### src/rtl/ldreg_pkg.sv
// Shared types and helpers for the load-enable register FIFO (ldreg_fifo).
package ldreg_pkg;

  localparam int BYTE = 8;

  typedef struct packed {
    logic valid;
    logic full;
    logic ovf;
    logic unf;
  } status_t;

  function automatic int clog2_p1(input int n);
    return $clog2(n + 1);
  endfunction

endpackage

### src/rtl/ldreg_mem.sv
// DEPTH x WIDTH storage: one synchronous write port, one asynchronous read port.
module ldreg_mem #(
  parameter int WIDTH = 32,
  parameter int DEPTH = 4
) (
  input  logic                     clk,
  input  logic                     wr_en,
  input  logic [$clog2(DEPTH)-1:0] wr_addr,
  input  logic [WIDTH-1:0]         wr_data,
  input  logic [$clog2(DEPTH)-1:0] rd_addr,
  output logic [WIDTH-1:0]         rd_data
);

  logic [WIDTH-1:0] r_mem [DEPTH];

  // NOTE: storage has no reset so it maps onto distributed RAM; validity is tracked by count.
  always_ff @(posedge clk) begin
    if (wr_en) r_mem[wr_addr] <= wr_data;
  end

  assign rd_data = r_mem[rd_addr];

endmodule

### src/rtl/ldreg_fifo.sv
// FWFT load-register FIFO with byte-enable merge against the last pushed word,
// registered status counts and sticky overflow/underflow flags.
module ldreg_fifo
  import ldreg_pkg::*;
#(
  parameter int WIDTH     = 32,
  parameter int DEPTH     = 4,
  parameter int HOLD_LAST = 1
) (
  input  logic                          clk,
  input  logic                          rst_n,
  input  logic [WIDTH-1:0]              d,
  input  logic [WIDTH/BYTE-1:0]         be,
  input  logic                          ld,
  input  logic                          rd,
  input  logic                          clr,
  output logic [WIDTH-1:0]              q,
  output logic                          valid,
  output logic                          full,
  output logic [clog2_p1(DEPTH)-1:0]    count,
  output logic                          ovf,
  output logic                          unf
);

  localparam int AW = $clog2(DEPTH);
  localparam int CW = clog2_p1(DEPTH);
  localparam int NB = WIDTH / BYTE;

  typedef struct packed {
    logic [AW-1:0] head;
    logic [AW-1:0] tail;
    logic [CW-1:0] count;
  } state_t;

  state_t           r_state, w_state_nxt;
  status_t          r_status, w_status_nxt;
  logic [WIDTH-1:0] r_last_pushed, r_last_popped;
  logic [WIDTH-1:0] w_merged, w_head_data;
  logic             w_push, w_pop;

  // A full FIFO still accepts a push when the head is popped in the same cycle.
  assign w_pop  = rd & r_status.valid;
  assign w_push = ld & (~r_status.full | w_pop);

  // NOTE: combinational blocks use blocking assignments and default every output first, so no latch is inferred.
  always_comb begin
    w_merged = r_last_pushed;
    for (int i = 0; i < NB; i++) begin
      if (be[i]) w_merged[i*BYTE +: BYTE] = d[i*BYTE +: BYTE];
    end
  end

  always_comb begin
    w_state_nxt = r_state;
    casez ({clr, w_push, w_pop})
      3'b1??: w_state_nxt = '0;
      3'b011: begin
        w_state_nxt.head = r_state.head + AW'(1);
        w_state_nxt.tail = r_state.tail + AW'(1);
      end
      3'b010: begin
        w_state_nxt.tail  = r_state.tail + AW'(1);
        w_state_nxt.count = r_state.count + CW'(1);
      end
      3'b001: begin
        w_state_nxt.head  = r_state.head + AW'(1);
        w_state_nxt.count = r_state.count - CW'(1);
      end
      default: ;
    endcase

    w_status_nxt.valid = (w_state_nxt.count != '0);
    w_status_nxt.full  = (w_state_nxt.count == CW'(DEPTH));
    w_status_nxt.ovf   = ~clr & (r_status.ovf | (ld & r_status.full & ~rd));
    w_status_nxt.unf   = ~clr & (r_status.unf | (rd & ~r_status.valid));
  end

  // NOTE: sequential state uses non-blocking assignments so every register samples pre-edge values.
  always_ff @(posedge clk or negedge rst_n) begin
    if (!rst_n) begin
      r_state       <= '0;
      r_status      <= '0;
      r_last_pushed <= '0;
      r_last_popped <= '0;
    end else begin
      r_state  <= w_state_nxt;
      r_status <= w_status_nxt;
      if (clr) begin
        r_last_pushed <= '0;
        r_last_popped <= '0;
      end else begin
        if (w_push) r_last_pushed <= w_merged;
        if (w_pop)  r_last_popped <= w_head_data;
      end
    end
  end

  ldreg_mem #(
    .WIDTH (WIDTH),
    .DEPTH (DEPTH)
  ) u_mem (
    .clk     (clk),
    .wr_en   (w_push & ~clr),
    .wr_addr (r_state.tail),
    .wr_data (w_merged),
    .rd_addr (r_state.head),
    .rd_data (w_head_data)
  );

  assign q     = r_status.valid ? w_head_data
               : ((HOLD_LAST != 0) ? r_last_popped : '0);
  assign valid = r_status.valid;
  assign full  = r_status.full;
  assign count = r_state.count;
  assign ovf   = r_status.ovf;
  assign unf   = r_status.unf;

endmodule

### config.mk
export PLATFORM = sky130hd
export DESIGN_NAME = ldreg_fifo
export DESIGN_NICKNAME = d
export VERILOG_FILES = /design/src/rtl/ldreg_pkg.sv /design/src/rtl/ldreg_mem.sv /design/src/rtl/ldreg_fifo.sv
export SDC_FILE = /design/constraint.sdc
export NUM_CORES = 1
export LEC_CHECK = 0
export ABC_AREA = 1
export CAP_MARGIN = 20
export CORE_MARGIN = 2
export CORE_UTILIZATION = 51
export CTS_BUF_LIST = sky130_fd_sc_hd__clkbuf_4
export CTS_CLUSTER_DIAMETER = 40
export DETAILED_ROUTE_END_ITERATION = 8
export PLACE_DENSITY = 0.72
export SYNTH_ARGS = -nofsm -noshare
export SYNTH_HDL_FRONTEND = slang
export SYNTH_SLANG_ARGS = --single-unit
### constraint.sdc
create_clock -name clk -period 6.9 [get_ports clk]
set_clock_uncertainty 0.2 [all_clocks]
set_input_delay 1.38 -clock clk [delete_from_list [all_inputs] [get_ports clk]]
set_output_delay 1.38 -clock clk [all_outputs]
set_load 0.05 [all_outputs]
* Yosys cells after proc, flatten, opt, wreduce, memory -nomap -nowiden *
Memories as Yosys holds them, arrays and structs flattened.
Cells that the tools add are included.
Widths: inputs -> output; s select.

storage, ports and cells
  memory bits (writable) = 128
  register bits = 75
  logic and storage cells = 54
  bits of input ports = 41
  output and inout bits = 39
  memories = 1

cells by class
  bitwise operators = 15
  reduce and logical (&&, ||, !) cells = 7
  eq/ne operators = 4
  mux-type cells = 14
  add/sub/neg operators = 4

memory list
  memory       words  bits a word  rd ports  clocked after Yosys merged registers in  write ports  line             RTL
  u_mem.r_mem  4      32           1         0                                        1            ldreg_mem.sv:14  logic [WIDTH-1:0] r_mem [DEPTH];

operator list
  kind                 number
  $mux 32              5
  $mux 8               4
  $pmux 3 s3           1
  $and 1x1->1          8
  $pmux 2 s2           2
  $reduce_bool 2->1    4
  $eq 3x2->1 const B   2
  $add 2x1->2 const B  2
  $not 1->1            4
  $reduce_or 2->1      2
  $add 3x1->3 const B  1
  $eq 3x1->1 const B   1
  $eq 3x3->1 const B   1
  $or 1x1->1           3
  $reduce_bool 3->1    1
  $sub 3x1->3 const B  1
  $mux 1               2

* Logic depth before layout (Yosys ltp) *
  depth after elaboration = 6
  depth in mapped cells = 15
  gate-level depth less buffers = 15

* Hierarchy *
A second synthesis with hierarchy kept.

unflattened totals
  cell total of the unflattened synthesis = 996
  area, all modules = 9,344.0 µm²

by module, submodules not included
  module      cells an instance  area each (µm²)  instances  seq. area each (µm²)
  ldreg_mem   509                5,437.7          1          3,843.7
  ldreg_fifo  487                3,906.2          1          1,876.8

* Worst setup path before layout *
Ideal clock, no wire load.

  path kind = input to register
  start = in rd
  end = mem u_mem.r_mem[0][0], enable pin
  cell stages on the path = 4
  data arrival time = 3,308 ps
  buffers on the path = 0
  setup time = 421 ps
  setup slack = 2,971 ps
  path through = nand2_2 -> a211oi_4 -> inv_2 -> nor2_1

on the way
  longest elaborated chain between the ends = 6

ends and longest elaborated chain
  element                       line               RTL
  start: declaration            ldreg_fifo.sv:15   input logic rd,
  $and 1x1->1                   ldreg_fifo.sv:42   assign w_pop = rd & r_status.valid;
  $or 1x1->1                    ldreg_fifo.sv:43   assign w_push = ld & (~r_status.full | w_pop);
  $and 1x1->1                   ldreg_fifo.sv:43
  $and 1x1->1                   ldreg_fifo.sv:103  .wr_en (w_push & ~clr),
  $mux 1                        ldreg_mem.sv:18    if (wr_en) r_mem[wr_addr] <= wr_data;
  $mux 1 (implied by the code)  ldreg_mem.sv:18
  end: declaration              ldreg_mem.sv:14

No other way between the ends.

* Worst setup path in the final report *
  start = reg r_state[5] in the netlist's numbering
  end = out q[2]

on the way
  longest elaborated chain between the ends = 2

ends and longest elaborated chain
  element                   line               RTL
  start: declaration        ldreg_fifo.sv:35   state_t r_state, w_state_nxt;
  start signal: assignment  ldreg_fifo.sv:86   r_state <= w_state_nxt;
  $mem_v2 4x32              -
  $mux 32                   ldreg_fifo.sv:110  assign q = r_status.valid ? w_head_data
  end: declaration          ldreg_fifo.sv:17   output logic [WIDTH-1:0] q,

No other way between the ends.

==> metrics <==
Post-Synthesis Cell Area approximately 8500 um2; delay of the slowest cell on the worst path 0.85 ns; post-DP HPWL 11100 um; effective utilization at floorplan between 50% and 60%; hold-fix buffers at CTS 0; adder and majority cell fraction of the synthesized area 0.829%; FFs w/ async S/R, synth 36.9%; final antenna-violating net count 0; TritonCTS clock tree done; cell at the root of the clock tree sky130_fd_sc_hd__clkbuf_4; outcome finished, final reports clean; leakage power figure 3.80 nW; critical register-to-register path startpoint valid; top cells by count, synth sky130_fd_sc_hd__o21ai_0 (152), sky130_fd_sc_hd__edfxtp_1 (128), sky130_fd_sc_hd__nand2_1 (115); endpoint with the worst hold slack unf; layout-stage area growth over the synthesis result 18.4%; slew at the pin closest to its max-slew limit 1.10 ns; GRT overflow 0; power density over the cells between 300 and 400 nW/um2; detailed-routing iteration count for the pre-antenna-repair pass 4; CTS Sinks 203; most frequently used cell type in the post-synthesis netlist sky130_fd_sc_hd__o21ai_0; total I/O pin count 80; Final Critical Period approximately 4.9 ns; Die ar. 17600 um2; fraction of layout instances using a drive strength above 1 11.3%; Routed WL about 19000 um; # resized after CTS 0; master of the slowest instance on the critical path sky130_fd_sc_hd__clkdlybuf4s50_1; maximum fanout along the worst path 65; logic depth of the worst register-to-register path 5; overall fraction of global-route tracks in use 21.8%; number of max-slew violations in the final report 0; buffers and inverters on the worst path 2; main combinational cell family by area after synthesis compound AO/OA/AOI/OAI gates; vertical extent of the die roughly 130 um; NumNets Final 908; unique cell type count in the Yosys netlist 22; clock-pin slew of the registers on the worst-case setup and hold paths 0.07 ns; average routed wire per standard cell 16.8 um; upper clock frequency limit slightly above 0.2 GHz; maximum capacitance violations 0; via count of the first global-routing pass 6113; instance count along the most critical hold path 2; mux contribution to synthesized area 0%; yosys warns 0; most area-consuming cells after synthesis sky130_fd_sc_hd__edfxtp_1 (45%), sky130_fd_sc_hd__dfrtp_1 (22%), sky130_fd_sc_hd__o21ai_0 (9.0%); arrival time worst endpoint 3.33 ns; number of setup violations in the final report 0; number of filler cells placed in the layout 1291; category of the most critical setup path flip-flop to output pin; post-route fraction of the period consumed by the critical path 71.1%; post-synthesis share of cell area spent on and, or, nand and nor gates 11.1%; final worst-path setup slack 1.99 ns; # H-tree levels 2; Crit path top cell by count sky130_fd_sc_hd__o21ai_0; later-pin clock latency in the skew report 0.63 ns; FP Rows 47; CP top delay family buffers and inverters; via total after detailed routing 6064; Worst slew margin 26.4%; Placement Setup Slack 1.98 ns; largest net degree at the start of global routing 76; xor-xnor portion of the synthesized cell area 0%; crit path cell chain inv_2, o21ai_0, o22a_1, o21ai_0, clkdlybuf4s50_1; antenna violations before repair 1; portion of the post-synthesis area used by sequential elements 67.6%; cell count after synthesis 776; top cell type by total area after synthesis sky130_fd_sc_hd__edfxtp_1; post-synthesis sequential element count around 200; clock buffers created by TritonCTS 50; HP Class flip-flop to flip-flop; most instantiated flip-flop cell in the synthesis netlist sky130_fd_sc_hd__edfxtp_1; DRC 0; cell area after placement 9350 um2; width of the die 133 um; Worst R2R Setup Slack 3.48 ns; Worst Min Path Start unf; final estimated routing congestion in global placement 0.764; global-route wire length before repair 30600 um; capturing point of the worst reg2reg path u_mem.r_mem[2][27]; number of flops mapped to enable cells by yosys between 100 and 150; required time reported for the critical path endpoint 5.32 ns; mean post-synth cell area 10.9 um2; area share of the leading cell type in the synthesized netlist 45.5%; fraction of the mapped netlist area in compound gates 15.3%; DRC violation total after the first TritonRoute iteration 558; element type at the critical path end output pin; launching element type of the critical path flip-flop; net count after synthesis 822; unrepaired setup endpoints after global routing false; worst voltage drop across the vdd grid 200 uV; final setup TNS 0 ns; Floorplan Core Area 16400 um2; post-layout instance area 10000 um2; Max Root-Sink Buffers 3; Hold Fails Final Rpt 0; Port Buffer Count 79; vias per std cell 5.40; number of post-CTS setup repair buffers 0
-- how the worst max path moves through the flow --
stage | startpoint | depth (start not counted) | end
after global placement | rd | 6 | u_mem.r_mem[3][18]
after CTS | r_state[6] | 5 | q[1]
after detailed placement | rd | 6 | u_mem.r_mem[2][18]
after global routing | r_state[6] | 5 | q[5]
final | r_state[5] | 5 | q[2]
after floorplan | rd | 4 | u_mem.r_mem[0][0]
-- layout make-up --
class	instances	area, um2	area share [%]
Inverter	53	199	1.99
Antenna cell	1	2.50	0.0250
Timing Repair Buffer	84	826	8.24
Sequential cell	203	5720	57.1
Clock buffer	81	608	6.07
Clock inverter	12	52.6	0.525
Tap cell	220	275	2.75
Multi-Input combinational cell	470	2330	23.3
-- registers in the layout, indices dropped and copies added, names as in the netlist --
register       cells
unf                1
r_state            4
count              3
valid              1
ovf                1
full               1
u_mem.r_mem      128
r_last_popped     32
r_last_pushed     32
-- cells by family after synthesis --
kind of cell | after synthesis
DFF | 203
adders and majority gates | 5
buffers and inverters | 103
and+or+nand+nor | 233
AOI/OAI and AO/OA | 232
-- where the power goes --
part	leakage, nW	internal [mW]	switching, mW
Sequential	2.20	1.39	0.0398
Clock	0.400	0.533	0.467
Combinational	1.21	0.290	0.697
Total	3.80	2.21	1.20
-- per-stage QoR --
stage	hold WS (ns)	std cells	total power, mW	utilization, %
floorplan	0.281	776	2.12	-
global placement	0.285	1030	2.42	57.0
detailed placement	0.294	1030	2.44	57.0
CTS	0.310	1123	3.43	61.0
global route	0.330	1124	3.57	61.1
finish	0.307	1124	3.42	61.1
-- cell usage in the layout (no fill, tap or decap), drive strengths merged, types with 4 or more instances in the layout --
cell type,n
inv,53
edfxtp,128
dfrtp,75
o22a,32
nand3,36
nor2,75
clkdlybuf4s50,78
o21ai,195
buf,6
clkinv,11
a21oi,4
clkbuf,81
nand4,4
nand2,117
ha,4
-- layer usage --
layer  track usage (%)  wire length (um)  vias up
met5                 0                 0        -
li1                  -                 -     2907
met4              8.60               401        0
met2              35.6              9160      213
met3              4.64              1270       34
met1              29.0              8100     2910
-- worst reg2reg max path: cells and delay by family (launching register included) --
kind / cells / cell delay [ns]
and+or+nand+nor: 2 / 1.37
buffers and inverters: 2 / 0.62
DFF: 1 / 0.42
AOI/OAI and AO/OA: 1 / 0.41
No activity file was read; power rests on OpenSTA's default activity.
